**config.mk**
```make
export PLATFORM = sky130hd
export DESIGN_NAME = avl_bus_traffic_gen_flat
export DESIGN_NICKNAME = d
export VERILOG_FILES = /design/src/rtl/avl_tg_pkg.sv /design/src/rtl/i_avl_bus.sv /design/src/rtl/avl_tg_lfsr.sv /design/src/rtl/avl_bus_traffic_gen.sv /design/src/flat_wrapper.sv
export SDC_FILE = /design/constraint.sdc
export NUM_CORES = 1
export LEC_CHECK = 0
export CAP_MARGIN = 10
export CORE_MARGIN = 8
export CORE_UTILIZATION = 40
export CTS_CLUSTER_SIZE = 16
export DETAILED_ROUTE_END_ITERATION = 7
export GPL_TIMING_DRIVEN = 0
export HOLD_SLACK_MARGIN = 0.08
export MAX_ROUTING_LAYER = met4
export SKIP_CTS_REPAIR_TIMING = 1
export SLEW_MARGIN = 20
export SYNTH_ARGS = -nofsm -noshare
export SYNTH_HDL_FRONTEND = slang
export SYNTH_SLANG_ARGS = --single-unit
```
**constraint.sdc**
```tcl
create_clock -name clk -period 10.4 [get_ports clk]
set_input_delay 2.08 -clock clk [delete_from_list [all_inputs] [get_ports clk]]
set_output_delay 2.08 -clock clk [all_outputs]
set_load 0.01 [all_outputs]
```
**src/rtl/avl_tg_pkg.sv**
```systemverilog
// Shared types and helpers for the Avalon traffic generator: FSM states, data pattern and
// burst-length clamp.
package avl_tg_pkg;

    typedef enum logic [2:0] {
        StIdle,
        StWr,
        StRd,
        StDrain,
        StDone
    } state_t;

    function automatic logic [31:0] pat(input logic [31:0] addr, input logic [7:0] pass_idx,
                                        input logic [31:0] seed);
        return addr ^ seed ^ {4{pass_idx}};
    endfunction

    function automatic logic [31:0] clamp_len(input logic [31:0] remaining,
                                              input logic [31:0] max_burst);
        return (remaining < max_burst) ? remaining : max_burst;
    endfunction

endpackage

```
**src/rtl/i_avl_bus.sv**
```systemverilog
// Avalon-style burst bus bundle: 32-bit address/data, byte enables, burst count up to 64 beats.
interface i_avl_bus;
    logic [31:0] address;
    logic [3:0]  byte_en;
    logic        read;
    logic        write;
    logic [31:0] write_data;
    logic        begin_burst_transfer;
    logic [6:0]  burst_count;
    logic        request_ready;
    logic [31:0] read_data;
    logic        read_data_valid;
    logic        resp_ready;

    modport master (
        output address, byte_en, read, write, write_data, begin_burst_transfer, burst_count,
               resp_ready,
        input  request_ready, read_data, read_data_valid
    );

    modport slave (
        input  address, byte_en, read, write, write_data, begin_burst_transfer, burst_count,
               resp_ready,
        output request_ready, read_data, read_data_valid
    );
endinterface

```
**src/rtl/avl_tg_lfsr.sv**
```systemverilog
// 32-bit Galois LFSR (x^32 + x^22 + x^2 + x + 1) used to pace response back-pressure.
module avl_tg_lfsr #(
    parameter logic [31:0] SEED = 32'hACE1_0001
) (
    input  logic clk,
    input  logic rest,
    input  logic advance,
    output logic out_bit
);
    logic [31:0] state_q, state_d;

    always_comb begin
        state_d = state_q;
        if (advance) begin
            state_d = {1'b0, state_q[31:1]} ^ (state_q[0] ? 32'h8020_0003 : 32'h0000_0000);
        end
    end

    always_ff @(posedge clk) begin
        if (rest) begin
            state_q <= SEED;
        end else begin
            state_q <= state_d;
        end
    end

    assign out_bit = state_q[0];
endmodule

```
**src/rtl/avl_bus_traffic_gen.sv**
```systemverilog
// Avalon burst master that writes a pass-dependent pattern over a window, reads it back under
// back-pressure and an in-flight limit, and checks every returned beat in order.
module avl_bus_traffic_gen
    import avl_tg_pkg::*;
#(
    parameter logic [31:0] ADDR_BASE    = 32'h0000_0000,
    parameter int unsigned SPAN_LOG2    = 10,
    parameter int unsigned MAX_BURST    = 8,
    parameter int unsigned MAX_INFLIGHT = 16,
    parameter int unsigned NUM_PASSES   = 1,
    parameter bit          BP_EN        = 1'b1,
    parameter logic [31:0] SEED         = 32'hACE1_0001
) (
    input  logic        clk,
    input  logic        rest,
    input  logic        start,
    output logic        busy,
    output logic        done,
    output logic [15:0] err_count,
    output logic [31:0] rd_beat_count,
    output logic [31:0] first_err_addr,
    i_avl_bus.master    avl_m
);
    localparam logic [31:0] WORDS  = 32'(2 ** (SPAN_LOG2 - 2));
    localparam logic [31:0] MAX_B  = 32'(MAX_BURST);
    localparam logic [31:0] MAX_IF = 32'(MAX_INFLIGHT);
    localparam logic [31:0] NPASS  = 32'(NUM_PASSES);

    state_t      state_q, state_d;
    logic [31:0] pass_q, pass_d;
    logic [31:0] base_q, base_d;     // word index of current burst start
    logic [31:0] beat_q, beat_d;     // beat index within current write burst
    logic [31:0] chk_q, chk_d;       // word index of next expected read beat
    logic [31:0] inflight_q, inflight_d;
    logic [15:0] err_q, err_d;
    logic [31:0] rd_cnt_q, rd_cnt_d;
    logic [31:0] first_q, first_d;

    logic [31:0] len, wr_addr, exp_addr, exp_data;
    logic        rd_cmd_ok, wr_acc, rd_acc, beat_acc, resp_rdy, lfsr_bit;

    logic [31:0] m_address, m_wdata;
    logic [3:0]  m_byte_en;
    logic [6:0]  m_count;
    logic        m_read, m_write, m_begin;

    avl_tg_lfsr #(.SEED(SEED)) u_lfsr (
        .clk    (clk),
        .rest   (rest),
        .advance(1'b1),
        .out_bit(lfsr_bit)
    );

    assign len       = clamp_len(WORDS - base_q, MAX_B);
    assign wr_addr   = ADDR_BASE + ((base_q + beat_q) << 2);
    assign exp_addr  = ADDR_BASE + (chk_q << 2);
    assign exp_data  = pat(exp_addr, pass_q[7:0], SEED);
    assign rd_cmd_ok = (inflight_q + len) <= MAX_IF;
    assign resp_rdy  = (state_q inside {StWr, StRd, StDrain}) && (BP_EN ? lfsr_bit : 1'b1);
    assign wr_acc    = (state_q == StWr) && avl_m.request_ready;
    assign rd_acc    = (state_q == StRd) && rd_cmd_ok && avl_m.request_ready;
    // Beats arriving with nothing outstanding are stale and must not disturb the checker.
    assign beat_acc  = resp_rdy && avl_m.read_data_valid && (inflight_q != 32'd0);

    always_comb begin
        m_address = '0;
        m_wdata   = '0;
        m_byte_en = '0;
        m_count   = '0;
        m_read    = 1'b0;
        m_write   = 1'b0;
        m_begin   = 1'b0;
        case (state_q)
            StWr: begin
                m_write   = 1'b1;
                m_byte_en = 4'hF;
                m_address = wr_addr;
                m_wdata   = pat(wr_addr, pass_q[7:0], SEED);
                m_begin   = (beat_q == 32'd0);
                m_count   = len[6:0];
            end
            StRd: begin
                m_byte_en = 4'hF;
                if (rd_cmd_ok) begin
                    m_read    = 1'b1;
                    m_begin   = 1'b1;
                    m_address = ADDR_BASE + (base_q << 2);
                    m_count   = len[6:0];
                end
            end
            default: ;
        endcase
    end

    always_comb begin
        state_d    = state_q;
        pass_d     = pass_q;
        base_d     = base_q;
        beat_d     = beat_q;
        chk_d      = chk_q;
        err_d      = err_q;
        rd_cnt_d   = rd_cnt_q;
        first_d    = first_q;
        inflight_d = inflight_q + (rd_acc ? len : 32'd0) - (beat_acc ? 32'd1 : 32'd0);

        if (beat_acc) begin
            chk_d    = chk_q + 32'd1;
            rd_cnt_d = rd_cnt_q + 32'd1;
            if (avl_m.read_data != exp_data) begin
                if (err_q != 16'hFFFF) err_d = err_q + 16'd1;
                if (err_q == 16'd0) first_d = exp_addr;
            end
        end

        case (state_q)
            StIdle, StDone: begin
                if (start) begin
                    state_d  = StWr;
                    pass_d   = '0;
                    base_d   = '0;
                    beat_d   = '0;
                    chk_d    = '0;
                    err_d    = '0;
                    rd_cnt_d = '0;
                    first_d  = '0;
                end
            end
            StWr: begin
                if (wr_acc) begin
                    if (beat_q + 32'd1 == len) begin
                        beat_d = '0;
                        if (base_q + len == WORDS) begin
                            base_d  = '0;
                            state_d = StRd;
                        end else begin
                            base_d = base_q + len;
                        end
                    end else begin
                        beat_d = beat_q + 32'd1;
                    end
                end
            end
            StRd: begin
                if (rd_acc) begin
                    if (base_q + len == WORDS) begin
                        base_d  = '0;
                        state_d = StDrain;
                    end else begin
                        base_d = base_q + len;
                    end
                end
            end
            StDrain: begin
                if (inflight_q == 32'd0) begin
                    if ((NPASS == 32'd0) || (pass_q + 32'd1 < NPASS)) begin
                        state_d = StWr;
                        pass_d  = pass_q + 32'd1;
                        chk_d   = '0;
                    end else begin
                        state_d = StDone;
                    end
                end
            end
            default: state_d = StIdle;
        endcase
    end

    always_ff @(posedge clk) begin
        if (rest) begin
            state_q    <= StIdle;
            pass_q     <= '0;
            base_q     <= '0;
            beat_q     <= '0;
            chk_q      <= '0;
            inflight_q <= '0;
            err_q      <= '0;
            rd_cnt_q   <= '0;
            first_q    <= '0;
        end else begin
            state_q    <= state_d;
            pass_q     <= pass_d;
            base_q     <= base_d;
            beat_q     <= beat_d;
            chk_q      <= chk_d;
            inflight_q <= inflight_d;
            err_q      <= err_d;
            rd_cnt_q   <= rd_cnt_d;
            first_q    <= first_d;
        end
    end

    assign avl_m.address              = m_address;
    assign avl_m.byte_en              = m_byte_en;
    assign avl_m.read                 = m_read;
    assign avl_m.write                = m_write;
    assign avl_m.write_data           = m_wdata;
    assign avl_m.begin_burst_transfer = m_begin;
    assign avl_m.burst_count          = m_count;
    assign avl_m.resp_ready           = resp_rdy;

    assign busy           = state_q inside {StWr, StRd, StDrain};
    assign done           = (state_q == StDone);
    assign err_count      = err_q;
    assign rd_beat_count  = rd_cnt_q;
    assign first_err_addr = first_q;
endmodule

```
**src/flat_wrapper.sv**
```systemverilog
// flat-port wrapper written by rule: the top's interface ports become plain ports
module avl_bus_traffic_gen_flat import avl_tg_pkg::*;
#(
    parameter logic [31:0] ADDR_BASE    = 32'h0000_0000,
    parameter int unsigned SPAN_LOG2    = 10,
    parameter int unsigned MAX_BURST    = 8,
    parameter int unsigned MAX_INFLIGHT = 16,
    parameter int unsigned NUM_PASSES   = 1,
    parameter bit          BP_EN        = 1'b1,
    parameter logic [31:0] SEED         = 32'hACE1_0001
)
  (clk, rest, start, busy, done, err_count, rd_beat_count, first_err_addr, avl_m_address, avl_m_byte_en, avl_m_read, avl_m_write, avl_m_write_data, avl_m_begin_burst_transfer, avl_m_burst_count, avl_m_resp_ready, avl_m_request_ready, avl_m_read_data, avl_m_read_data_valid);
  i_avl_bus avl_m_i ();
  input  logic clk;
  input  logic rest;
  input  logic start;
  output logic busy;
  output logic done;
  output logic [15:0] err_count;
  output logic [31:0] rd_beat_count;
  output logic [31:0] first_err_addr;
  output wire logic [$bits(avl_m_i.address)-1:0] avl_m_address;
  output wire logic [$bits(avl_m_i.byte_en)-1:0] avl_m_byte_en;
  output wire logic [$bits(avl_m_i.read)-1:0] avl_m_read;
  output wire logic [$bits(avl_m_i.write)-1:0] avl_m_write;
  output wire logic [$bits(avl_m_i.write_data)-1:0] avl_m_write_data;
  output wire logic [$bits(avl_m_i.begin_burst_transfer)-1:0] avl_m_begin_burst_transfer;
  output wire logic [$bits(avl_m_i.burst_count)-1:0] avl_m_burst_count;
  output wire logic [$bits(avl_m_i.resp_ready)-1:0] avl_m_resp_ready;
  input wire logic [$bits(avl_m_i.request_ready)-1:0] avl_m_request_ready;
  input wire logic [$bits(avl_m_i.read_data)-1:0] avl_m_read_data;
  input wire logic [$bits(avl_m_i.read_data_valid)-1:0] avl_m_read_data_valid;
  assign avl_m_address = avl_m_i.address;
  assign avl_m_byte_en = avl_m_i.byte_en;
  assign avl_m_read = avl_m_i.read;
  assign avl_m_write = avl_m_i.write;
  assign avl_m_write_data = avl_m_i.write_data;
  assign avl_m_begin_burst_transfer = avl_m_i.begin_burst_transfer;
  assign avl_m_burst_count = avl_m_i.burst_count;
  assign avl_m_resp_ready = avl_m_i.resp_ready;
  assign avl_m_i.request_ready = avl_m_request_ready;
  assign avl_m_i.read_data = avl_m_read_data;
  assign avl_m_i.read_data_valid = avl_m_read_data_valid;
  avl_bus_traffic_gen #(.ADDR_BASE(ADDR_BASE), .SPAN_LOG2(SPAN_LOG2), .MAX_BURST(MAX_BURST), .MAX_INFLIGHT(MAX_INFLIGHT), .NUM_PASSES(NUM_PASSES), .BP_EN(BP_EN), .SEED(SEED)) u_core (.clk(clk), .rest(rest), .start(start), .busy(busy), .done(done), .err_count(err_count), .rd_beat_count(rd_beat_count), .first_err_addr(first_err_addr), .avl_m(avl_m_i));
endmodule
```
# Yosys cells after proc, flatten, opt, wreduce, memory -nomap -nowiden
# Index checks and enable logic that the tools add are counted.
# op_classes
order_cmp	3
n_bitwise	5
n_addsub	11
eq_ne	16
muxes	53
n_reduce_logical	21
# op_table
op	n
2-to-1 mux 32 bit	26
case mux 32 bit (2 select lines)	4
adder 32 x 1 -> 32 bit, second input constant	4
adder 32 bit	3
case mux 32 bit (3 select lines)	1
2-to-1 mux 16 bit	5
logical NOT 32 bit	2
XOR 32 bit	2
equality test 32 bit	1
equality test 32 x 9 -> 1 bit, second input constant	1
<= comparator 32 x 5 -> 1 bit, second input constant	1
less-than comparator 32 x 1 -> 1 bit, second input constant	1
less-than comparator 32 x 4 -> 1 bit, second input constant	1
inequality test 32 bit	1
nonzero test 32 bit	1
subtractor 32 bit	1
subtractor 9 x 32 -> 32 bit, first input constant	1
XOR 31 x 32 -> 32 bit	1
adder 30 bit	1
2-to-1 mux 3 bit	8
inverter 9 bit	2
adder 16 x 1 -> 16 bit, second input constant	1
logical NOT 16 bit	1
inequality test 16 bit, second input constant	1
other kinds (20)	38
# totals
register_bits	275
input_bits	37
word_cells	119
output_inout_bits	161

# Logic depth before layout (Yosys ltp)
# Gate-level depths: netlist of the first run.
# depth
word_depth	10
mapped_depth	49
mapped_depth_nobuf	47

# Modules after synthesis
# Synthesis of the first run repeated with hierarchy kept, for this count alone.
# unflattened
hier_cells	2735
hier_area_um2	20726.1
# by_module_without_submodules
mod	n_inst	area_per_inst_um2	cells_each
avl_bus_traffic_gen	1	19552.5	2628
avl_tg_lfsr	1	1173.6	107

# Worst setup path after synthesis of the first run
# No wires, ideal clock.
# synth_timing
path_type	reg2reg
from	register u_core.base_q[5]
to	register u_core.inflight_q[31]
setup_slack_ns	0.604
path_stages_with_launch	45
required_ns	10.272
t_arrival_ns	9.669
path_cell_list	dfxtp_1 clkbuf_1 or3_1 o31ai_2 mux2_2 nor3_1 nand4_1 nor4b_1 and2_1 clkbuf_1 nand2_1 inv_1 ha_1 inv_1 fa_1 nor2b_1 o21a_1 o21ai_0 [9 not listed] ha_1 inv_1 ha_1 a21o_1 a21o_1 and2_1 o41ai_1 o2111ai_1 o2111ai_1 a31oi_1 a41oi_1 a21oi_1 a21o_1 o31ai_1 nand2_1 a31oi_1 xnor2_1 nor2_1
# synth_via
elab_chain_cells	10
# synth_rtl
item	line_no	source
start, declared	avl_bus_traffic_gen.sv:31	logic [31:0] base_q, base_d;
start signal, assigned	avl_bus_traffic_gen.sv:182	base_q <= base_d;
subtractor 9 x 32 -> 32 bit (*)	avl_bus_traffic_gen.sv:54	assign len = clamp_len(WORDS - base_q, MAX_B);
less-than comparator 32 x 4 -> 1 bit	avl_tg_pkg.sv:20	return (remaining < max_burst) ? remaining : max_burst;
2-to-1 mux 32 bit (*)	avl_tg_pkg.sv:20	
adder 32 bit	avl_bus_traffic_gen.sv:58	assign rd_cmd_ok = (inflight_q + len) <= MAX_IF;
<= comparator 32 x 5 -> 1 bit	avl_bus_traffic_gen.sv:58	
logical AND 1 bit (2 in series)	avl_bus_traffic_gen.sv:61	assign rd_acc = (state_q == StRd) && rd_cmd_ok && avl_m.request_ready;
2-to-1 mux 32 bit (*)	avl_bus_traffic_gen.sv:104	inflight_d = inflight_q + (rd_acc ? len : 32'd0) - (beat_acc ? 32'd1 : 32'd0);
adder 32 bit (*)	avl_bus_traffic_gen.sv:104	
subtractor 32 bit (*)	avl_bus_traffic_gen.sv:104	
end signal, assigned	avl_bus_traffic_gen.sv:185	inflight_q <= inflight_d;
end, declared	avl_bus_traffic_gen.sv:34	logic [31:0] inflight_q, inflight_d;
# Mark *: on every way between the ends. The rest lies on a longest branch, timed or not.
# A chain may end at the register's enable or synchronous reset.

# Worst setup path after layout of the first run
# layout_timing
from	register u_core.base_q[10]
to	output avl_m_address[29]
# layout_via
elab_chain_cells	7
elab_cells_between_ends	8
cone_classes	add/sub: 3; order compare: 2; mux: 3
# layout_rtl
item	line_no	source
subtractor 9 x 32 -> 32 bit	avl_bus_traffic_gen.sv:54	
less-than comparator 32 x 4 -> 1 bit	avl_tg_pkg.sv:20	
2-to-1 mux 32 bit	avl_tg_pkg.sv:20	
adder 32 bit	avl_bus_traffic_gen.sv:58	
<= comparator 32 x 5 -> 1 bit	avl_bus_traffic_gen.sv:58	
2-to-1 mux 32 bit	avl_bus_traffic_gen.sv:84	if (rd_cmd_ok) begin
case mux 32 bit (2 select lines) (*)	avl_bus_traffic_gen.sv:73	case (state_q)
end, declared	flat_wrapper.sv:22	output wire logic [$bits(avl_m_i.address)-1:0] avl_m_address;
# Marked as above.

==> summary.txt, run 1 <==
Routing
  – Vias per inst: 5.670
  – Number of DRC markers in iteration 0: 1829
  – Routed wire per std cell: 20.42 um
  – DR vias: 21128
  – Drt drc: 0
  – Number of routed nets with antenna violations: 0
  – Pre-antenna DRT Iters: 6
  – Routed wire length: 76.07 mm

Floorplanning
  – Core ar.: 50270 um^2
  – Starting Density: 40.59%
  – Cell Rows: 82
  – Die ar.: 58490 um^2
  – Top Ports: 198
  – Chip height: 241.9 um
  – Die width: 241.9 um

Power
  – Max IR drop VDD: 141.8 uV
  – Power Dens Cells: 199.2 nW/um^2
  – P_leak: 10.08 nW

Timing
  – Worst-Margin Slew: 1.048 ns
  – Slew Limit Fails: 0
  – Final hold slack: 0.4071 ns
  – Clk_skew: 0.03066 ns
  – Min Tclk post-route: 10.21 ns
  – Final TNS setup: 0 ns
  – Final Hold Viols: 0
  – Final Cycle Share: 98.16%
  – Slew headroom: 30.17%
  – Final setup viols: 0
  – Max Freq: 97.96 MHz

Setup path
  – Critical Path End Type: output pin
  – Worst Path Buf+Inv: 7
  – R2r startpoint: u_core.base_q[10]$_SDFFE_PP0P_
  – Delay-heaviest family, CP: simple AND/OR/NAND/NOR gates
  – Worst Path Max Fanout: 10
  – Worst r2r path cells: 43
  – Worst Path Required: 8.32 ns
  – Reg-to-reg slack, setup: 0.40 ns
  – CP Class: reg -> out
  – Reg2reg end: u_core.inflight_q[31]$_SDFF_PP0_
  – Critical Path Source Type: register
  – Worst EP arrival: 8.13 ns
  – Slowest CP cell: clkdlybuf4s50_1
  – Max stage delay on crit path: 0.67 ns

Finish
  – Final std cells w/o fill: 3726
  – Share of cells above drive strength 1: 6.909%
  – Layout area overhead: 23.85%
  – Layout Nets: 3210
  – Filler cells: 5004
  – N_diodes: 0

Hold path
  – Worst Hold Class: reg -> reg
  – Hold Crit Start: u_core.u_lfsr.state_q[28]$_SDFF_PP0_
  – Worst hold path endpoint: u_core.u_lfsr.state_q[27]$_SDFF_PP1_
  – Worst hold stages: 1

Synthesis
  – Synth cell count leaders: nor2_1 (369), dfxtp_1 (273), nand2_1 (192)
  – Ys async rst share: 0%
  – Main synth FF type: dfxtp_1
  – EDFF count, synth: 0
  – Syn. warnings: 0
  – Post-synthesis sequential area ratio: 26.78%
  – Cell count after synthesis: 2716
  – Top-area cell type share of the netlist area: 26.78%
  – Synth top area cells: dfxtp_1 (27%), ha_1 (8.6%), nor2_1 (6.8%), xnor2_1 (5.5%), xor2_1 (3.9%)
  – Number of synthesized register bits: 273
  – Synth unique cells: 86
  – Mapped cell area: 20400 um^2
  – Syn avg cell area: 7.513 um^2
  – Most frequent cell after synthesis: nor2_1
  – Synth area leader: dfxtp_1

Placed design
  – Placed Cells: 3649
  – Final Wtd Congestion: 0.9605
  – Buffers added on ports: 192
  – DP HPWL: 59.55 mm

Global routing
  – Met3 Resource Use GR: 3.803%
  – Vias in the first global route: 19996
  – GRT Overall Usage: 25.28%
  – Initial antenna violation count: 0
  – Met1 Usage GRT: 32.39%
  – Met2 GRT Util: 40.23%
  – Global-route wire length before repair: 115.8 mm
  – GRT overflow: 0
  – Grt peak-use layer: met2
  – Largest net degree at the start of global routing: 15

Clock tree
  – Sink Count: 273
  – Clock slew at reported path FFs: 0.06 ns
  – Clock Latency Late Sink: 0.57 ns
  – Max Root-Sink Buffers: 3
  – CTS Root Cell: clkbuf_16
  – Cts bufs inserted: 35
  – TritonCTS clock tree: built
  – H-tree depth: 2

Job
  – Max cap viols: 0

Status
  – Status: completed
-- per-stage QoR --
step	area [um^2]	setup WS, ns	utilization (%)	total power [mW]
after floorplan	20650	0.6039	-	2.857
after global placement	23420	-4.530	46.58	3.429
after detailed placement	23450	-2.692	46.65	3.469
after CTS	24700	-3.301	49.14	4.807
after global routing	25270	-0.09640	50.27	5.348
final	25270	0.1916	50.27	5.035
-- power breakdown --
group	total (mW)	internal [mW]	leakage, nW	switching (mW)
clock	1.32	0.795	0.600	0.525
sequential	1.22	1.12	2.22	0.0998
combinational	2.49	1.02	7.26	1.48
total	5.03	2.93	10.1	2.10
-- state kept, by name, summed over array words and instances, names as in the netlist, 30 cells and up --
register               count
u_core.chk_q              30
u_core.base_q             32
u_core.beat_q             32
u_core.pass_q             32
u_core.u_lfsr.state_q     32
u_core.first_err_addr     32
u_core.inflight_q         32
u_core.rd_beat_count      32
-- area by class of cell --
class	instances	area (um^2)	share of cell area, %
Buffer	126	560.5	2.218
Clock buffer	43	965.9	3.822
Clock inverter	19	285.3	1.129
Inverter	165	619.3	2.451
Multi-Input combinational cell	2209	14370	56.86
Sequential cell	273	5487	21.71
Tap cell	672	840.8	3.327
Timing Repair Buffer	219	2145	8.486
-- how the worst max path moves through the flow --
stage,startpoint,end,slack (ns),cells after the start
2_1_floorplan,u_core.base_q[5]$_SDFFE_PP0P_,u_core.inflight_q[31]$_SDFF_PP0_,0.60,44
3_3_place_gp,u_core.base_q[5]$_SDFFE_PP0P_,u_core.inflight_q[31]$_SDFF_PP0_,-4.53,44
3_5_place_dp,u_core.base_q[0]$_SDFFE_PP0P_,avl_m_address[8],-2.69,31
4_1_cts,u_core.base_q[0]$_SDFFE_PP0P_,avl_m_address[8],-3.30,31
5_1_grt,u_core.base_q[3]$_SDFFE_PP0P_,u_core.inflight_q[24]$_SDFF_PP0_,-0.1,47
6_report,u_core.base_q[10]$_SDFFE_PP0P_,avl_m_address[29],0.19,28
-- cell usage in the layout (no fill, tap or decap), types with 18 or more instances in the layout --
cell / Yosys / layout
dfxtp_1: 273 / 262
nand4_1: 52 / 52
conb_1: 2 / 68
xor2_1: 92 / 92
clkdlybuf4s50_1: 0 / 192
mux2i_1: 38 / 37
o21a_1: 18 / 18
ha_1: 141 / 140
nor2_1: 369 / 368
o22ai_1: 26 / 25
inv_1: 164 / 164
and3_1: 48 / 47
nand3_1: 106 / 105
o21ai_0: 104 / 101
xnor2_1: 129 / 129
and2_1: 54 / 51
nor3_1: 91 / 87
a22o_1: 21 / 21
nor4_1: 40 / 38
nand2b_1: 32 / 32
a21oi_1: 142 / 138
clkbuf_1: 116 / 102
a21o_1: 32 / 32
buf_4: 10 / 33
a31oi_1: 36 / 35
or3_1: 38 / 37
nor2b_1: 50 / 50
or2_2: 26 / 26
clkbuf_16: 0 / 35
nand2_1: 192 / 191
-- metal layers --
| layer | share of wire, % | wire, um |
|---|---|---|
| met1 | 44 | 33470 |
| met2 | 45 | 34570 |
| met3 | 6.9 | 5235 |
| met4 | 3.7 | 2799 |
| met5 | 0 | 0 |
-- worst register-to-register path: cells and delay by family (launching register included) --
| kind | cells | cell delay (ns) |
|---|---|---|
| AO/OA/AOI/OAI | 16 | 3.28 |
| XOR/XNOR | 1 | 0.15 |
| adder cells (fa/ha/maj) | 3 | 0.85 |
| buffers and inverters | 4 | 0.64 |
| flip-flops | 1 | 0.37 |
| multiplexers | 1 | 0.37 |
| AND/OR/NAND/NOR | 18 | 4.17 |
-- logic make-up (layout without fill, tap and decap cells) --
group                    Yosys count  in the layout  synth area share, %
AO/OA/AOI/OAI                    570            570                18.44
XOR/XNOR                         221            221                9.486
adder cells (fa/ha/maj)          144            144                8.940
buffers and inverters            300            572                5.746
flip-flops                       273            273                26.78
multiplexers                      41             41                2.030
other                              2             68              0.03681
AND/OR/NAND/NOR                 1165           1165                28.54
No activity file was read; power rests on OpenSTA's default activity.
==> run 2: changes to the inputs <==
==> constraint.sdc (replaced) <==
create_clock -name clk -period 11.41 [get_ports clk]
set_input_delay 2.282 -clock clk [delete_from_list [all_inputs] [get_ports clk]]
set_output_delay 2.282 -clock clk [all_outputs]
set_load 0.01 [all_outputs]
==> run 2 against run 1 <==
Net effect: clock skew up 0.0031 ns; worst hold slack better by 0.0019 ns; highest routed layer unchanged; sequential share of layout area up 0.29 points; via count down 0.25%; final cell count down 0.35%; count of clock-buffer cells in the layout unchanged.
==> summary.txt, run 2 (synthesis gave the netlist of run 1 again) <==
Timing
  – Final hold slack: 0.4090 ns (+0.001901 ns)
  – Final Cycle Share: 96.97%
  – Final setup viols: 0 (unchanged)
  – Final worst slack: 0.3457 ns (+0.1540 ns)
  – Min Tclk post-route: 11.06 ns
  – Worst-Margin Slew: 1.028 ns (-0.01961 ns)
  – Slew headroom: 31.47% (+1.3 points)
  – Final Hold Viols: 0 (unchanged)
  – Max Freq: 90.38 MHz
  – Slew Limit Fails: 0 (unchanged)
  – Clk_skew: 0.03376 ns (+0.003101 ns)

Setup path
  – Critical Path Source Type: register
  – Critical Path End Type: output pin
  – Worst Path Max Fanout: 10 (unchanged)
  – Slowest CP cell: clkdlybuf4s50_1
  – CP Class: reg -> out
  – Worst EP arrival: 8.78 ns (+0.65 ns)
  – Worst Path Required: 9.13 ns (+0.81 ns)
  – Max stage delay on crit path: 0.68 ns (about the same)

Routing
  – Routed wire per std cell: 20.36 um (-0.29%)
  – Drt drc: 0 (unchanged)
  – DR vias: 21076 (-0.25%)
  – Number of DRC markers in iteration 0: 1824 (-0.27%)
  – Number of routed nets with antenna violations: 0 (unchanged)
  – Routed wire length: 75.58 mm (-0.64%)
  – Pre-antenna DRT Iters: 6 (unchanged)
  – Vias per inst: 5.676 (+0.10%)

Finish
  – Layout area overhead: 21.82%
  – Final Instance Area: 24860 um^2 (-1.6%)
  – Fin util: 49.44% (-0.83 points)
  – Commonest cells after routing, fill and taps aside: nor2_1 (368), dfxtp_1 (271), clkdlybuf4s50_1 (192), nand2_1 (191), inv_1 (164)
  – Commonest non-fill, non-tap cell in the layout: nor2_1
  – Share of cells above drive strength 1: 5.000% (-1.9 points)
  – Layout Nets: 3196 (-0.44%)

Floorplanning
  – Chip height: 241.9 um (unchanged)
  – Cell Rows: 82 (unchanged)
  – Core ar.: 50270 um^2 (unchanged)
  – Die ar.: 58490 um^2 (unchanged)
  – Top Ports: 198 (unchanged)
  – Die width: 241.9 um (unchanged)
  – Starting Density: 40.59% (unchanged)

Global routing
  – GRT overflow: 0 (unchanged)
  – Global-route wire length before repair: 115.8 mm (unchanged)
  – Met3 Resource Use GR: 3.803% (unchanged)
  – Initial antenna violation count: 0 (unchanged)
  – GRT Overall Usage: 25.28% (unchanged)
  – Grt peak-use layer: met2
  – Met2 GRT Util: 40.23% (unchanged)
  – Met1 Usage GRT: 32.39% (unchanged)
  – Vias in the first global route: 19996 (unchanged)
  – Largest net degree at the start of global routing: 15 (unchanged)

Clock tree
  – H-tree depth: 2 (unchanged)
  – Cts bufs inserted: 35 (unchanged)
  – TritonCTS clock tree: built
  – Clock Latency Late Sink: 0.57 ns (about the same)
  – Sink Count: 273 (unchanged)
  – Max Root-Sink Buffers: 3 (unchanged)
  – CTS Root Cell: clkbuf_16
  – Clock slew at reported path FFs: 0.06 ns (about the same)

Power
  – Max IR drop VDD: 131.2 uV (-7.5%)
  – Power Dens Cells: 179.3 nW/um^2 (-10%)
  – P_leak: 9.892 nW (-1.9%)

Placed design
  – Post-place setup slack: -1.884 ns (+0.8080 ns)
  – Placed cell area: 23450 um^2 (unchanged)
  – Buffers added on ports: 192 (unchanged)
  – DP HPWL: 59.55 mm (unchanged)
  – Final Wtd Congestion: 0.9605 (unchanged)

Status
  – Status: completed

Hold path
  – Worst Hold Class: reg -> reg

Job
  – Max cap viols: 0 (unchanged)
-- run 2: changes by cell type in the layout (fill, tap and decap cells not counted), sizes merged --
| cell | change |
|---|---|
| buf | -23 |
| clkbuf | +9 |
| diode | +1 |
-- run 2: report_power, final --
group	total (mW)	internal, mW	switching (mW)
combinational	2.14	0.850	1.29
clock	1.20	0.725	0.478
sequential	1.11	1.02	0.0857
total	4.46	2.60	1.86
-- run 2: worst max-delay path, delay by kind of cell, from the launching register on --
family / cells / cell delay [ns]
AO/OA/AOI/OAI: 11 / 3.00
AND/OR/NAND/NOR: 9 / 2.13
buffers and inverters: 8 / 2.14
adder cells (fa/ha/maj): 2 / 0.57
flip-flops: 1 / 0.35
-- run 2: cell type report --
class / instances / area, um^2
well taps: 672 / 840.8
multi-input cells: 2209 / 14150
plain buffers: 133 / 553.0
flip-flops and latches: 273 / 5468
inverters: 165 / 619.3
fillers: 5061 / 25420
clock buffers: 43 / 965.9
diodes: 1 / 2.502
clock inverters: 19 / 285.3
repair buffers: 198 / 1974
-- run 2: routing by layer --
layer	share of wire, %	wire length (um)
met1	44	33310
met2	45	34340
met3	6.9	5178
met4	3.6	2751
met5	0	0
-- run 2: worst paths after layout --
check,startpoint,endpoint,slack [ns],cells after the start
setup / recovery,u_core.base_q[5]$_SDFFE_PP0P_,avl_m_address[6],0.35,30
hold / removal,u_core.u_lfsr.state_q[28]$_SDFF_PP0_,u_core.u_lfsr.state_q[27]$_SDFF_PP1_,0.41,1
setup reg to reg,u_core.base_q[5]$_SDFFE_PP0P_,u_core.inflight_q[31]$_SDFF_PP0_,0.61,47
hold reg to reg,u_core.u_lfsr.state_q[28]$_SDFF_PP0_,u_core.u_lfsr.state_q[27]$_SDFF_PP1_,0.41,1
-- run 2: metrics by stage --
stage,TNS (ns),power [mW],std cells
detailed placement,-56.52,3.162,3649
global route,-0.4385,4.742,3712
CTS,-79.61,4.381,3711
floorplan,0,2.604,2782
global placement,-133.47,3.125,3646
finish,0,4.457,3713
==> run 3: changes to the inputs <==
--- a/config.mk
+++ b/config.mk
@@ -5,14 +5,14 @@
 export SDC_FILE = /design/constraint.sdc
 export NUM_CORES = 1
 export LEC_CHECK = 0
-export CAP_MARGIN = 10
 export CORE_MARGIN = 8
-export CORE_UTILIZATION = 40
+export CORE_UTILIZATION = 59
 export CTS_CLUSTER_SIZE = 16
 export DETAILED_ROUTE_END_ITERATION = 7
 export GPL_TIMING_DRIVEN = 0
 export HOLD_SLACK_MARGIN = 0.08
 export MAX_ROUTING_LAYER = met4
+export PLACE_DENSITY = 0.82
 export SKIP_CTS_REPAIR_TIMING = 1
 export SLEW_MARGIN = 20
 export SYNTH_ARGS = -nofsm -noshare
==> run 3 against run 2 <==
Net effect: fmax shrank 0.42%; setup slack lost 0.047 ns; die area shrank 30%; largest power group unchanged.
==> summary.txt, run 3 (synthesis gave the netlist of run 1 again) <==
Finish
  – Layout Nets: 3197 (+0.031%)
  – Share of cells above drive strength 1: 4.901% (-0.099 points)
  – Reg area: 5465 um^2 (about the same)
  – Final Instance Area: 24450 um^2 (-1.6%)
  – Layout area overhead: 19.83%
  – Commonest cells after routing, fill and taps aside: nor2_1 (368), dfxtp_1 (273), clkdlybuf4s50_1 (192), nand2_1 (191), inv_1 (164)
  – Commonest non-fill, non-tap cell in the layout: nor2_1
  – Multi-input logic area: 14150 um^2 (about the same)
  – N_diodes: 0 (-1)
  – Filler cells: 2832 (-44%)

Routing
  – DR top layer: met4
  – Met2 wire len: 32.30 mm (-5.9%)
  – Routed wire per std cell: 20.39 um (+0.18%)
  – WL met1: 28.87 mm (-13%)
  – DR vias: 21713 (+3.0%)
  – Routed wire length: 71.27 mm (-5.7%)
  – Number of DRC markers in iteration 0: 2197 (+20%)
  – Number of routed nets with antenna violations: 0 (unchanged)
  – Pre-antenna DRT Iters: 7 (+1)
  – DR WL met3: 6.500 mm (+26%)
  – Vias per inst: 6.213 (+9.4%)
  – Drt drc: 0 (unchanged)

Setup path
  – Worst Path Required: 9.13 ns (about the same)
  – Worst Path Buf+Inv: 8 (unchanged)
  – Critical Path Source Type: register
  – Critical Path End Type: output pin
  – Slowest CP cell: clkdlybuf4s50_1
  – Delay-heaviest family, CP: compound AO/OA/AOI/OAI gates
  – Worst EP arrival: 8.83 ns (+0.05 ns)
  – Worst Path Max Fanout: 10 (unchanged)
  – Reg-to-reg slack, setup: 0.43 ns (-0.18 ns)
  – Max stage delay on crit path: 0.63 ns (-0.05 ns)
  – CP Class: reg -> out

Timing
  – Slew headroom: 23.11% (-8.4 points)
  – Final setup viols: 0 (unchanged)
  – Final Hold Viols: 0 (unchanged)
  – Clk_skew: 0.02366 ns (-0.01009 ns)
  – Min Tclk post-route: 11.11 ns (+0.04691 ns)
  – Max Freq: 90.00 MHz (-0.42%)
  – Slew Limit Fails: 0 (unchanged)
  – Final worst slack: 0.2988 ns (-0.04691 ns)
  – Final Cycle Share: 97.38% (+0.41 points)
  – Worst-Margin Slew: 1.153 ns (+0.1254 ns)

Power
  – P_leak: 9.848 nW (-0.45%)
  – Max IR drop VDD: 168.7 uV (+29%)
  – Clk pwr share: 24.7% (-2.3 points)
  – Power, Total: 4.329 mW (-2.9%)
  – Comb pwr share: 49.8% (+1.7 points)
  – Switching Power: 1.811 mW (-2.6%)
  – Power Dens Cells: 177.1 nW/um^2 (-1.3%)
  – Cell-internal power: 2.518 mW (-3.1%)
  – Sw frac: 41.84% (+0.13 points)
  – Sequential Power Share: 25.4% (+0.5 points)

Job
  – Max cap viols: 0 (unchanged)

Placed design
  – Final Wtd Congestion: 1.021 (+6.3%)
  – DP HPWL: 54.85 mm (-7.9%)
  – Post-place setup slack: -1.400 ns (+0.4841 ns)
  – Placed cell area: 23170 um^2 (-1.2%)
  – Buffers added on ports: 192 (unchanged)

Status
  – Status: completed

Global routing
  – Largest net degree at the start of global routing: 17 (+2)
  – Global-route wire length before repair: 111.1 mm (-4.0%)
  – GRT overflow: 0 (unchanged)
  – GRT Overall Usage: 34.04% (+8.8 points)
  – Vias in the first global route: 20737 (+3.7%)
  – Initial antenna violation count: 0 (unchanged)

Floorplanning
  – Die ar.: 40790 um^2 (-30%)
  – Top Ports: 198 (unchanged)
  – Chip height: 202.0 um (-16%)
  – Starting Density: 59.51% (+19 points)
  – Core ar.: 34290 um^2 (-32%)
  – Die width: 202.0 um (-16%)
  – Cell Rows: 68 (-17%)

Clock tree
  – Clock slew at reported path FFs: 0.07 ns (about the same)
  – Sink Count: 273 (unchanged)
  – TritonCTS clock tree: built
  – Cts bufs inserted: 31 (-11%)
  – Clock Latency Late Sink: 0.61 ns (+0.04 ns)
  – CTS Root Cell: clkbuf_16
  – Max Root-Sink Buffers: 3 (unchanged)
  – H-tree depth: 1 (-1)

Hold path
  – Worst Hold Class: reg -> reg
run 3: cell count changes in the layout (fill, tap and decap cells not counted), sizes merged:
cell      delta
diode        -1
clkbuf       -3
bufinv       -1
clkinv       +1
clkinvlp     -1
buf          +4
run 3: area by class of cell:
cell class                      instances  area share [%]
Clock buffer                           39           3.582
Tap cell                              455           2.328
Multi-Input combinational cell       2209           57.88
Inverter                              165           2.533
Clock inverter                         18          0.9006
Sequential cell                       273           22.35
Timing Repair Buffer                  202           8.157
Buffer                                134           2.267
run 3: per-layer routing:
| metal | global-route usage, % | vias up |
|---|---|---|
| li1 | - | 10168 |
| met1 | 41.74 | 10175 |
| met2 | 54.64 | 1137 |
| met3 | 5.187 | 233 |
| met4 | 15.84 | 0 |
| met5 | - | - |
run 3: final timing paths:
path / start / to / cells after the start
min reg2reg: u_core.u_lfsr.state_q[27]$_SDFF_PP1_ / u_core.u_lfsr.state_q[26]$_SDFF_PP1_ / 1
min: u_core.u_lfsr.state_q[27]$_SDFF_PP1_ / u_core.u_lfsr.state_q[26]$_SDFF_PP1_ / 1
max: u_core.base_q[3]$_SDFFE_PP0P_ / avl_m_address[28] / 30
max reg2reg: u_core.base_q[3]$_SDFFE_PP0P_ / u_core.inflight_q[29]$_SDFF_PP0_ / 45
run 3: per-stage QoR:
stage          setup TNS [ns]  utilization (%)  cells  hold WS [ns]
2_1_floorplan               0                -   2782        0.3895
3_3_place_gp           -60.89            67.50   3429        0.3975
3_5_place_dp           -41.62            67.56   3431        0.3946
4_1_cts                -66.32            70.76   3488        0.4184
5_1_grt               -0.3205            71.31   3495        0.4299
6_report                    0            71.31   3495        0.4158
run 3: power groups by stage:
stage,sequential [mW],clock (mW),combinational [mW]
floorplan,1.09,0,1.52
global placement,1.12,0,1.94
detailed placement,1.12,0,2.01
CTS,1.10,1.07,2.02
global route,1.11,1.11,2.37
finish,1.10,1.07,2.16
run 3: worst register-to-register path, delay by kind of cell (launching register included):
family | cells | cell delay, ns
flops | 1 | 0.40
simple gates | 16 | 3.31
fa+ha+maj | 3 | 0.93
buf+inv | 6 | 1.39
xor+xnor | 2 | 0.50
compound gates | 17 | 3.94
mux | 1 | 0.36
